===== config.mk =====
export PLATFORM = sky130hd
export DESIGN_NAME = mc_ctrl_flat
export DESIGN_NICKNAME = d
export VERILOG_FILES = /design/src/rtl/mc_ctrl_if.sv /design/src/rtl/mc_ctrl.sv /design/src/flat_wrapper.sv
export SDC_FILE = /design/constraint.sdc
export NUM_CORES = 1
export LEC_CHECK = 0
export BUFFER_PORTS_ARGS = -buffer_cell sky130_fd_sc_hd__buf_2
export CAP_MARGIN = 20
export CELL_PAD_IN_SITES_DETAIL_PLACEMENT = 1
export CELL_PAD_IN_SITES_GLOBAL_PLACEMENT = 1
export CORE_UTILIZATION = 25
export CTS_CLUSTER_SIZE = 28
export DETAILED_ROUTE_END_ITERATION = 10
export HOLD_SLACK_MARGIN = 0.08
export PLACE_DENSITY = 0.73
export SLEW_MARGIN = 5
export SYNTH_ARGS = -nofsm -noshare
export SYNTH_HDL_FRONTEND = slang
export SYNTH_SLANG_ARGS = --single-unit
export TNS_END_PERCENT = 50

===== constraint.sdc =====
create_clock -name clk -period 2 [get_ports clk]
set_input_delay 0 -clock clk [delete_from_list [all_inputs] [get_ports clk]]
set_output_delay 0 -clock clk [all_outputs]
set_load 0.02 [all_outputs]

===== src/rtl/mc_ctrl_if.sv =====
// Control/status bundle between the multi-cycle controller and the datapath.
// The IR fields, flags and ready inputs flow into the controller; enables, selects and debug state flow out.
interface mc_ctrl_if;
    logic [5:0] op;
    logic [5:0] funct;
    logic       zero;
    logic       imem_rdy;
    logic       dmem_rdy;

    logic       PCWr;
    logic [1:0] NPCOp;
    logic       IRWr;
    logic       RFWr;
    logic       DMWr;
    logic       DMRd;
    logic       ALUSrc;
    logic [1:0] ALUOp;
    logic [1:0] EXTOp;
    logic [1:0] WRSel;
    logic [1:0] WDSel;
    logic       illegal;
    logic [3:0] state;

    // Datapath / stimulus side
    modport master (
        output op, funct, zero, imem_rdy, dmem_rdy,
        input  PCWr, NPCOp, IRWr, RFWr, DMWr, DMRd, ALUSrc, ALUOp,
               EXTOp, WRSel, WDSel, illegal, state
    );

    // Controller side
    modport slave (
        input  op, funct, zero, imem_rdy, dmem_rdy,
        output PCWr, NPCOp, IRWr, RFWr, DMWr, DMRd, ALUSrc, ALUOp,
               EXTOp, WRSel, WDSel, illegal, state
    );
endinterface


===== src/rtl/mc_ctrl.sv =====
// Multi-cycle main controller for the MIPS-subset CPU: sequences fetch, decode,
// execute, memory and write-back, with wait-states on both memories.
module mc_ctrl #(
    parameter int              ST_W        = 4,
    parameter logic [ST_W-1:0] RESET_STATE = '0
) (
    input logic       clk,
    input logic       rst,
    mc_ctrl_if.slave  ctl
);

    typedef enum logic [ST_W-1:0] {
        FETCH = 'd0,
        DCD   = 'd1,
        MA    = 'd2,
        MR    = 'd3,
        MWB   = 'd4,
        MW    = 'd5,
        EXE   = 'd6,
        AWB   = 'd7,
        BR    = 'd8,
        JMP   = 'd9
    } state_e;

    localparam logic [5:0] OP_RTYPE = 6'b000000;
    localparam logic [5:0] OP_ORI   = 6'b001101;
    localparam logic [5:0] OP_LUI   = 6'b001111;
    localparam logic [5:0] OP_LW    = 6'b100011;
    localparam logic [5:0] OP_SW    = 6'b101011;
    localparam logic [5:0] OP_BEQ   = 6'b000100;
    localparam logic [5:0] OP_J     = 6'b000010;
    localparam logic [5:0] OP_JAL   = 6'b000011;

    localparam logic [5:0] FN_ADDU  = 6'b100001;
    localparam logic [5:0] FN_SUBU  = 6'b100011;
    localparam logic [5:0] FN_AND   = 6'b100100;
    localparam logic [5:0] FN_OR    = 6'b100101;
    localparam logic [5:0] FN_SLT   = 6'b101010;
    localparam logic [5:0] FN_JR    = 6'b001000;

    localparam logic [1:0] NPC_PC4  = 2'b00;
    localparam logic [1:0] NPC_BR   = 2'b01;
    localparam logic [1:0] NPC_JMP  = 2'b10;
    localparam logic [1:0] NPC_REG  = 2'b11;

    localparam logic [1:0] ALU_ADD  = 2'b00;
    localparam logic [1:0] ALU_SUB  = 2'b01;
    localparam logic [1:0] ALU_OR   = 2'b10;
    localparam logic [1:0] ALU_FN   = 2'b11;

    localparam logic [1:0] EXT_ZERO = 2'b00;
    localparam logic [1:0] EXT_SIGN = 2'b01;
    localparam logic [1:0] EXT_HI   = 2'b10;

    localparam logic [1:0] WR_RT    = 2'b00;
    localparam logic [1:0] WR_RD    = 2'b01;
    localparam logic [1:0] WR_RA    = 2'b10;

    localparam logic [1:0] WD_ALU   = 2'b00;
    localparam logic [1:0] WD_MEM   = 2'b01;
    localparam logic [1:0] WD_PC    = 2'b10;

    state_e state_q;
    state_e state_d;

    // Instruction decode from the IR fields
    logic is_rtype_op;
    logic is_r_alu;
    logic is_jr;
    logic is_ori;
    logic is_lui;
    logic is_lw;
    logic is_sw;
    logic is_beq;
    logic is_j;
    logic is_jal;

    always_comb begin
        is_rtype_op = (ctl.op == OP_RTYPE);
        is_r_alu    = 1'b0;
        is_jr       = 1'b0;
        if (is_rtype_op) begin
            case (ctl.funct)
                FN_ADDU, FN_SUBU, FN_AND, FN_OR, FN_SLT: is_r_alu = 1'b1;
                FN_JR:                                   is_jr    = 1'b1;
                default: ;
            endcase
        end
        is_ori = (ctl.op == OP_ORI);
        is_lui = (ctl.op == OP_LUI);
        is_lw  = (ctl.op == OP_LW);
        is_sw  = (ctl.op == OP_SW);
        is_beq = (ctl.op == OP_BEQ);
        is_j   = (ctl.op == OP_J);
        is_jal = (ctl.op == OP_JAL);
    end

    // ALU setup shared by EXE and AWB so the result stays stable through write-back
    logic       exe_alu_src;
    logic [1:0] exe_alu_op;
    logic [1:0] exe_ext_op;

    always_comb begin
        exe_alu_src = 1'b0;
        exe_alu_op  = ALU_ADD;
        exe_ext_op  = EXT_ZERO;
        if (is_rtype_op) begin
            exe_alu_op  = ALU_FN;
        end else if (is_ori) begin
            exe_alu_src = 1'b1;
            exe_ext_op  = EXT_ZERO;
            exe_alu_op  = ALU_OR;
        end else if (is_lui) begin
            exe_alu_src = 1'b1;
            exe_ext_op  = EXT_HI;
            exe_alu_op  = ALU_ADD;
        end
    end

    always_ff @(posedge clk or posedge rst) begin
        if (rst) begin
            state_q <= state_e'(RESET_STATE);
        end else begin
            state_q <= state_d;
        end
    end

    logic       pc_wr;
    logic [1:0] npc_op;
    logic       ir_wr;
    logic       rf_wr;
    logic       dm_wr;
    logic       dm_rd;
    logic       alu_src;
    logic [1:0] alu_op;
    logic [1:0] ext_op;
    logic [1:0] wr_sel;
    logic [1:0] wd_sel;
    logic       illegal;

    always_comb begin
        state_d = state_q;
        pc_wr   = 1'b0;
        npc_op  = NPC_PC4;
        ir_wr   = 1'b0;
        rf_wr   = 1'b0;
        dm_wr   = 1'b0;
        dm_rd   = 1'b0;
        alu_src = 1'b0;
        alu_op  = ALU_ADD;
        ext_op  = EXT_ZERO;
        wr_sel  = WR_RT;
        wd_sel  = WD_ALU;
        illegal = 1'b0;

        case (state_q)
            FETCH: begin
                ir_wr  = ctl.imem_rdy;
                pc_wr  = ctl.imem_rdy;
                npc_op = NPC_PC4;
                if (ctl.imem_rdy) state_d = DCD;
            end

            DCD: begin
                if (is_lw || is_sw) begin
                    state_d = MA;
                end else if (is_r_alu || is_ori || is_lui) begin
                    state_d = EXE;
                end else if (is_beq) begin
                    state_d = BR;
                end else if (is_j || is_jal || is_jr) begin
                    state_d = JMP;
                end else begin
                    state_d = FETCH;
                    illegal = 1'b1;
                end
            end

            MA: begin
                alu_src = 1'b1;
                ext_op  = EXT_SIGN;
                alu_op  = ALU_ADD;
                if (is_lw)      state_d = MR;
                else if (is_sw) state_d = MW;
                else            state_d = FETCH;
            end

            MR: begin
                dm_rd   = 1'b1;
                alu_src = 1'b1;
                ext_op  = EXT_SIGN;
                alu_op  = ALU_ADD;
                if (ctl.dmem_rdy) state_d = MWB;
            end

            MWB: begin
                rf_wr   = 1'b1;
                wr_sel  = WR_RT;
                wd_sel  = WD_MEM;
                state_d = FETCH;
            end

            // The write strobe is held until the memory accepts it
            MW: begin
                dm_wr   = 1'b1;
                alu_src = 1'b1;
                ext_op  = EXT_SIGN;
                alu_op  = ALU_ADD;
                if (ctl.dmem_rdy) state_d = FETCH;
            end

            EXE: begin
                alu_src = exe_alu_src;
                alu_op  = exe_alu_op;
                ext_op  = exe_ext_op;
                state_d = AWB;
            end

            AWB: begin
                alu_src = exe_alu_src;
                alu_op  = exe_alu_op;
                ext_op  = exe_ext_op;
                rf_wr   = 1'b1;
                wd_sel  = WD_ALU;
                wr_sel  = is_rtype_op ? WR_RD : WR_RT;
                state_d = FETCH;
            end

            BR: begin
                alu_src = 1'b0;
                alu_op  = ALU_SUB;
                ext_op  = EXT_SIGN;
                npc_op  = NPC_BR;
                pc_wr   = ctl.zero;
                state_d = FETCH;
            end

            // PC already holds PC+4 here, which is what jal links into $31
            JMP: begin
                pc_wr = 1'b1;
                if (is_jr) begin
                    npc_op = NPC_REG;
                end else begin
                    npc_op = NPC_JMP;
                end
                if (is_jal) begin
                    rf_wr  = 1'b1;
                    wr_sel = WR_RA;
                    wd_sel = WD_PC;
                end
                state_d = FETCH;
            end

            default: state_d = FETCH;
        endcase
    end

    // Write enables are masked while reset is held so nothing commits mid-instruction
    assign ctl.PCWr    = pc_wr   & ~rst;
    assign ctl.IRWr    = ir_wr   & ~rst;
    assign ctl.RFWr    = rf_wr   & ~rst;
    assign ctl.DMWr    = dm_wr   & ~rst;
    assign ctl.DMRd    = dm_rd   & ~rst;
    assign ctl.illegal = illegal & ~rst;
    assign ctl.NPCOp   = npc_op;
    assign ctl.ALUSrc  = alu_src;
    assign ctl.ALUOp   = alu_op;
    assign ctl.EXTOp   = ext_op;
    assign ctl.WRSel   = wr_sel;
    assign ctl.WDSel   = wd_sel;
    assign ctl.state   = 4'(state_q);

endmodule


===== src/flat_wrapper.sv =====
// flat-port wrapper written by rule: the top's interface ports become plain ports
module mc_ctrl_flat 
#(
    parameter int              ST_W        = 4,
    parameter logic [ST_W-1:0] RESET_STATE = '0
)
  (clk, rst, ctl_op, ctl_funct, ctl_zero, ctl_imem_rdy, ctl_dmem_rdy, ctl_PCWr, ctl_NPCOp, ctl_IRWr, ctl_RFWr, ctl_DMWr, ctl_DMRd, ctl_ALUSrc, ctl_ALUOp, ctl_EXTOp, ctl_WRSel, ctl_WDSel, ctl_illegal, ctl_state);
  mc_ctrl_if ctl_i ();
  input logic clk;
  input logic rst;
  input wire logic [$bits(ctl_i.op)-1:0] ctl_op;
  input wire logic [$bits(ctl_i.funct)-1:0] ctl_funct;
  input wire logic [$bits(ctl_i.zero)-1:0] ctl_zero;
  input wire logic [$bits(ctl_i.imem_rdy)-1:0] ctl_imem_rdy;
  input wire logic [$bits(ctl_i.dmem_rdy)-1:0] ctl_dmem_rdy;
  output wire logic [$bits(ctl_i.PCWr)-1:0] ctl_PCWr;
  output wire logic [$bits(ctl_i.NPCOp)-1:0] ctl_NPCOp;
  output wire logic [$bits(ctl_i.IRWr)-1:0] ctl_IRWr;
  output wire logic [$bits(ctl_i.RFWr)-1:0] ctl_RFWr;
  output wire logic [$bits(ctl_i.DMWr)-1:0] ctl_DMWr;
  output wire logic [$bits(ctl_i.DMRd)-1:0] ctl_DMRd;
  output wire logic [$bits(ctl_i.ALUSrc)-1:0] ctl_ALUSrc;
  output wire logic [$bits(ctl_i.ALUOp)-1:0] ctl_ALUOp;
  output wire logic [$bits(ctl_i.EXTOp)-1:0] ctl_EXTOp;
  output wire logic [$bits(ctl_i.WRSel)-1:0] ctl_WRSel;
  output wire logic [$bits(ctl_i.WDSel)-1:0] ctl_WDSel;
  output wire logic [$bits(ctl_i.illegal)-1:0] ctl_illegal;
  output wire logic [$bits(ctl_i.state)-1:0] ctl_state;
  assign ctl_i.op = ctl_op;
  assign ctl_i.funct = ctl_funct;
  assign ctl_i.zero = ctl_zero;
  assign ctl_i.imem_rdy = ctl_imem_rdy;
  assign ctl_i.dmem_rdy = ctl_dmem_rdy;
  assign ctl_PCWr = ctl_i.PCWr;
  assign ctl_NPCOp = ctl_i.NPCOp;
  assign ctl_IRWr = ctl_i.IRWr;
  assign ctl_RFWr = ctl_i.RFWr;
  assign ctl_DMWr = ctl_i.DMWr;
  assign ctl_DMRd = ctl_i.DMRd;
  assign ctl_ALUSrc = ctl_i.ALUSrc;
  assign ctl_ALUOp = ctl_i.ALUOp;
  assign ctl_EXTOp = ctl_i.EXTOp;
  assign ctl_WRSel = ctl_i.WRSel;
  assign ctl_WDSel = ctl_i.WDSel;
  assign ctl_illegal = ctl_i.illegal;
  assign ctl_state = ctl_i.state;
  mc_ctrl #(.ST_W(ST_W), .RESET_STATE(RESET_STATE)) u_core (.clk(clk), .rst(rst), .ctl(ctl_i));
endmodule

# Yosys cells after proc, flatten, opt, wreduce, memory -nomap -nowiden
# Cells that the tools add are included.
# Widths: inputs -> output; s select.
# op_classes
magnitude_cmp	0
div_mod_pow	0
eq_ne	25
n_mux	42
shifts	0
add_sub_neg	0
reduce_logical	13
bitwise_logic	7
n_mul	0
# op_table
op	count
$eq 6x6->1 const B	7
$mux 4	8
$pmux 4 s6	1
$pmux 2 s2	5
$eq 6x4->1 const B	3
$mux 1	18
$eq 4x3->1 const B	4
$eq 6x2->1 const B	2
$mux 2	6
$eq 4x2->1 const B	2
$eq 4x4->1 const B	2
$and 1x1->1	6
$eq 6x3->1 const B	1
$logic_not 6->1	1
$ne 2x2->1 const B	3
$logic_or 1x1->1	5
$reduce_or 5->1	1
$eq 4x1->1 const B	1
$logic_not 4->1	1
$pmux 1 s2	2
$reduce_or 2->1	2
$reduce_or 4->1	1
$mux 3	1
$pmux 1 s3	1
other kinds (3)	3
# totals
word_cells	88
mem_bits_rw	0
ff_bits	4
rom_bits	0
latchBits	0
n_memories	0

# Depth between registers and ports, before layout
# logic_depth
depth_word	10
depth_mapped	6
ltp_nobuf	4

# Least setup slack after synthesis
# No wires, ideal clock.
# synth_path
path_kind	flip-flop to output port
from	register u_core.state_q[2], in the netlist u_core.ctl.state[2]
to	output ctl_illegal
n_path_buf	1
required_time_ns	2.000
t_arrival_ns	1.826
path_slack_ns	0.174
path_stages_with_launch	6
cell_sequence	dfrtp_1 buf_2 nand2b_1 nor3_2 o2111ai_1 nor3b_1
# synth_between
elab_chain_len	3
# synth_rtl
element	line	source
start: declaration	mc_ctrl.sv:63	state_e state_q;
start signal: assignment	mc_ctrl.sv:122	state_q <= state_e'(RESET_STATE);
start signal: assignment	mc_ctrl.sv:124	state_q <= state_d;
$eq 4x1->1	mc_ctrl.sv:156	case (state_q)
$mux 1	mc_ctrl.sv:156	
$and 1x1->1	mc_ctrl.sv:264	assign ctl.illegal = illegal & ~rst;
end: declaration	flat_wrapper.sv:27	output wire logic [$bits(ctl_i.illegal)-1:0] ctl_illegal;
# No other way between the ends.

# Worst setup path after layout
# layout_path
from	register u_core.state_q[1], in the netlist u_core.ctl.state[1]
to	output ctl_ALUOp[0]
# layout_between
elab_chain_len	3
elab_cells_between_ends	5
cone_classes	eq/ne: 3; mux: 1; reduce/logical: 1
# layout_rtl
element	line	source
$eq 4x3->1	mc_ctrl.sv:156	
$reduce_or 2->1 (no source line)	--	
$pmux 2 s2 *	mc_ctrl.sv:156	
end: declaration	flat_wrapper.sv:23	output wire logic [$bits(ctl_i.ALUOp)-1:0] ctl_ALUOp;
# Every way passes the cells marked *; elsewhere a longest branch is shown, timed or not.

==> impl_metrics.yaml <==
synth:
  synth.distinct_cells: 48
  ys_seq_area_frac: 0.128
  avgSynthCellArea_sq_um: 7.23
  synth-simple-area-share: 0.495
  synthCells: 108
  syn-cell-area_sq_um: 781
  synth_mux_area_frac: 0.0128
  synth_compound_area_frac: 0.280
  synth_top_area_cell: "dfrtp_1"
  yosysTopAreaCellShare: 0.128
  synth_top_family_by_area: "simple AND/OR/NAND/NOR gates"
  synth_warnings: 0
  synthAdderAreaFrac: 0
  synth.ff_latch_count: 4
  syn_nets: 125
  synth_xor_xnor_area_share: 0.0224
  synth_area_leaders: "dfrtp_1 (13%), nor3b_1 (4.8%), nor2_1 (4.3%), nor3_1 (3.8%), o21ai_0 (3.8%)"
setup_path:
  crit_path_end_kind: "primary output"
  cp_num_buf_inv: 1
  worstPathCellList: "nand2b_1, or3_1, o31ai_1, buf_2"
  cp.arrival_ns: 1.81
  critPathTopFamily: "simple AND/OR/NAND/NOR gates"
  r2r-start: "u_core.ctl.state[2]$_DFFE_PP0P_"
  r2r-end: "u_core.ctl.state[0]$_DFFE_PP0P_"
  crit_required_ns: 2.00
  worst_r2r_path_depth: 4
  max_stage_delay_ns: 0.54
  critPathCapture: "ctl_ALUOp[0]"
  r2r_setup_slack_ns: 0.50
  critPathSlowestCell: "dfrtp_1"
  path_max_fanout: 14
  criticalPathCategory: "flop to primary output"
  startpoint: "u_core.ctl.state[1]$_DFFE_PP0P_"
  cp-start-kind: "flop"
  path_depth: 4
clock_tree:
  clk_path_buf_depth: 2
  htreeDepth: 1
  clk_pin_slew_ns: 0.04
  cts_made_buffers: 3
  clock_sinks: 4
  insertion_delay_ns: 0.24
  cts_tree: "built"
  cts_root_buffer: "clkbuf_4"
layout:
  n_antenna_cell: 0
  layout-drive-gt1-share: 0.368
  final_common_cell: "buf_2"
  area_delta_synth_final_pct: 31.7
  fin_nets: 163
  instances_no_fill: 175
  largest_reg_flops: 4
  final_cell_mix: "buf_2 (37), nor2_1 (9), nor3_1 (6), o21ai_0 (6)"
run_status:
  violations: "design-rule violations"
  status: "complete, but fails checks"
grt:
  grt_overflow: 0
  grt_first_pass_wirelength_um: 4430
  grt_pass1_vias: 946
  antenna_found_initial: 0
  track_usage: 0.167
  grt_max_degree: 19
flow_run:
  cap_violations: 0
floorplan:
  initial_utilization: 0.274
  dieWidth_um: 57.9
  die_area_sq_um: 3350
  coreArea_sq_um: 2850
  die_y_um: 57.9
  pin_count: 38
  row_count: 19
drt:
  drt-total-wl_um: 2730
  drt-pass1-iter-count: 7
  vias: 982
  routedWlPerCell_um: 15.6
  drc: 5
  routed_via_density: 5.61
  ant_nets: 0
  drt_iter0_markers: 31
sta:
  maxSlewHeadroom: 0.664
  setup_violations: 0
  fin_crit_sh: 0.905
  hold_viol: 0
  max_freq_mhz: 553
  rsz0062_at_grt: "no"
  worstMarginPinSlew_ns: 0.500
  tns_ns: 0
  fin_crit_ns: 1.81
  report.final.slew_viol_count: 0
  fin_skew_ns: 0.000859
power_and_ir_drop:
  total_leakage_power_nw: 0.472
  ir_drop_uv: 202
  power_density_nw_per_um2: 569
place:
  gp_congestion: 0.830
  dp_cells: 171
  dp_hpwl_um: 2140
  portBuffers: 37
hold_path:
  hold_path.class: "input pin to flop"
[stage by stage]
stage	util	hold slack (ns)	power [mW]	area, sq um	setup WS, ns
4_1_cts	0.360	0.181	0.589	1030	0.131
2_1_floorplan	-	-0.234	0.361	781	0.174
3_5_place_dp	0.349	-0.0435	0.480	995	0.392
6_report	0.361	0.170	0.586	1030	0.191
5_1_grt	0.361	0.189	0.635	1030	0.0453
3_3_place_gp	0.349	-0.0482	0.469	995	0.469
[layer usage]
| metal | vias up | global-route usage | part of all wire | wire [um] |
|---|---|---|---|---|
| met5 | - | 0 | 0 | 0 |
| met4 | 0 | 0.0510 | 0.0077 | 21 |
| li1 | 491 | - | - | - |
| met2 | 30 | 0.284 | 0.48 | 1320 |
| met3 | 2 | 0.0112 | 0.047 | 127 |
| met1 | 459 | 0.227 | 0.46 | 1260 |
[cell usage after synthesis, drive strengths merged]
cell type and count:
a211oi 3, a21boi 1, a21oi 3, a221oi 1, a31oi 1, a32oi 1, a41o 1, and2 2
and3 3, and4 2, buf 3, clkbuf 5, dfrtp 4, inv 4, mux2i 1, nand2 5
nand2b 4, nand3 3, nand4 2, nand4bb 1, nor2 9, nor2b 4, nor3 8, nor3b 5
nor4 6, nor4bb 1, o2111ai 1, o211ai 1, o21a 2, o21ai 7, o21bai 1, o221ai 1
o22ai 1, o311ai 1, o31a 2, o31ai 2, or2 1, or3 1, or4 1, or4b 1
xnor2 1, xor2 1
[report_power, final]
group	switching (mW)	internal, mW	leakage (nW)	total (mW)
clock	0.0353	0.0673	0.0138	0.103
combinational	0.242	0.135	0.406	0.377
sequential	0.0120	0.0938	0.0525	0.106
total	0.289	0.296	0.472	0.586
[layout make-up]
| type | instances | area (sq um) |
|---|---|---|
| Fill cell | 390 | 1820 |
| Multi-Input combinational cell | 92 | 633 |
| Timing Repair Buffer | 41 | 218 |
| Sequential cell | 4 | 101 |
| Tap cell | 31 | 38.8 |
| Clock buffer | 3 | 22.5 |
| Inverter | 4 | 15.0 |
[worst min-delay path, cell delays in order]
cell and delay [ns]:
buf_2 0.13, nor3_1 0.05, o311ai_1 0.11, nor3_1 0.07
[worst min-delay path by stage]
| stage | from | endpoint | slack, ns | depth (start not counted) |
|---|---|---|---|---|
| finish | ctl_op[4] | u_core.ctl.state[3]$_DFFE_PP0P_ | 0.17 | 4 |
| global route | ctl_imem_rdy | u_core.ctl.state[0]$_DFFE_PP0P_ | 0.19 | 3 |
| CTS | ctl_op[4] | u_core.ctl.state[3]$_DFFE_PP0P_ | 0.18 | 4 |
| detailed placement | rst | u_core.ctl.state[1]$_DFFE_PP0P_ | -0.04 | 2 |
| global placement | rst | u_core.ctl.state[3]$_DFFE_PP0P_ | -0.05 | 2 |
| floorplan | rst | u_core.ctl.state[0]$_DFFE_PP0P_ | -0.23 | 1 |
[logic make-up after synthesis]
group	after synthesis
and+or+nand+nor	59
AOI/OAI and AO/OA	30
buffers and inverters	12
DFF	4
xor gates and xnor gates	2
muxes	1
[repair_timing]
item / in CTS / in global routing
endpoints found under the hold margin: 4 / 0
hold buffers: 1 / 0
resized for setup: 0 / 1
endpoints found under the setup margin: 0 / 1
buffers inserted: 0 / 0
No activity file was read; power rests on OpenSTA's default activity.
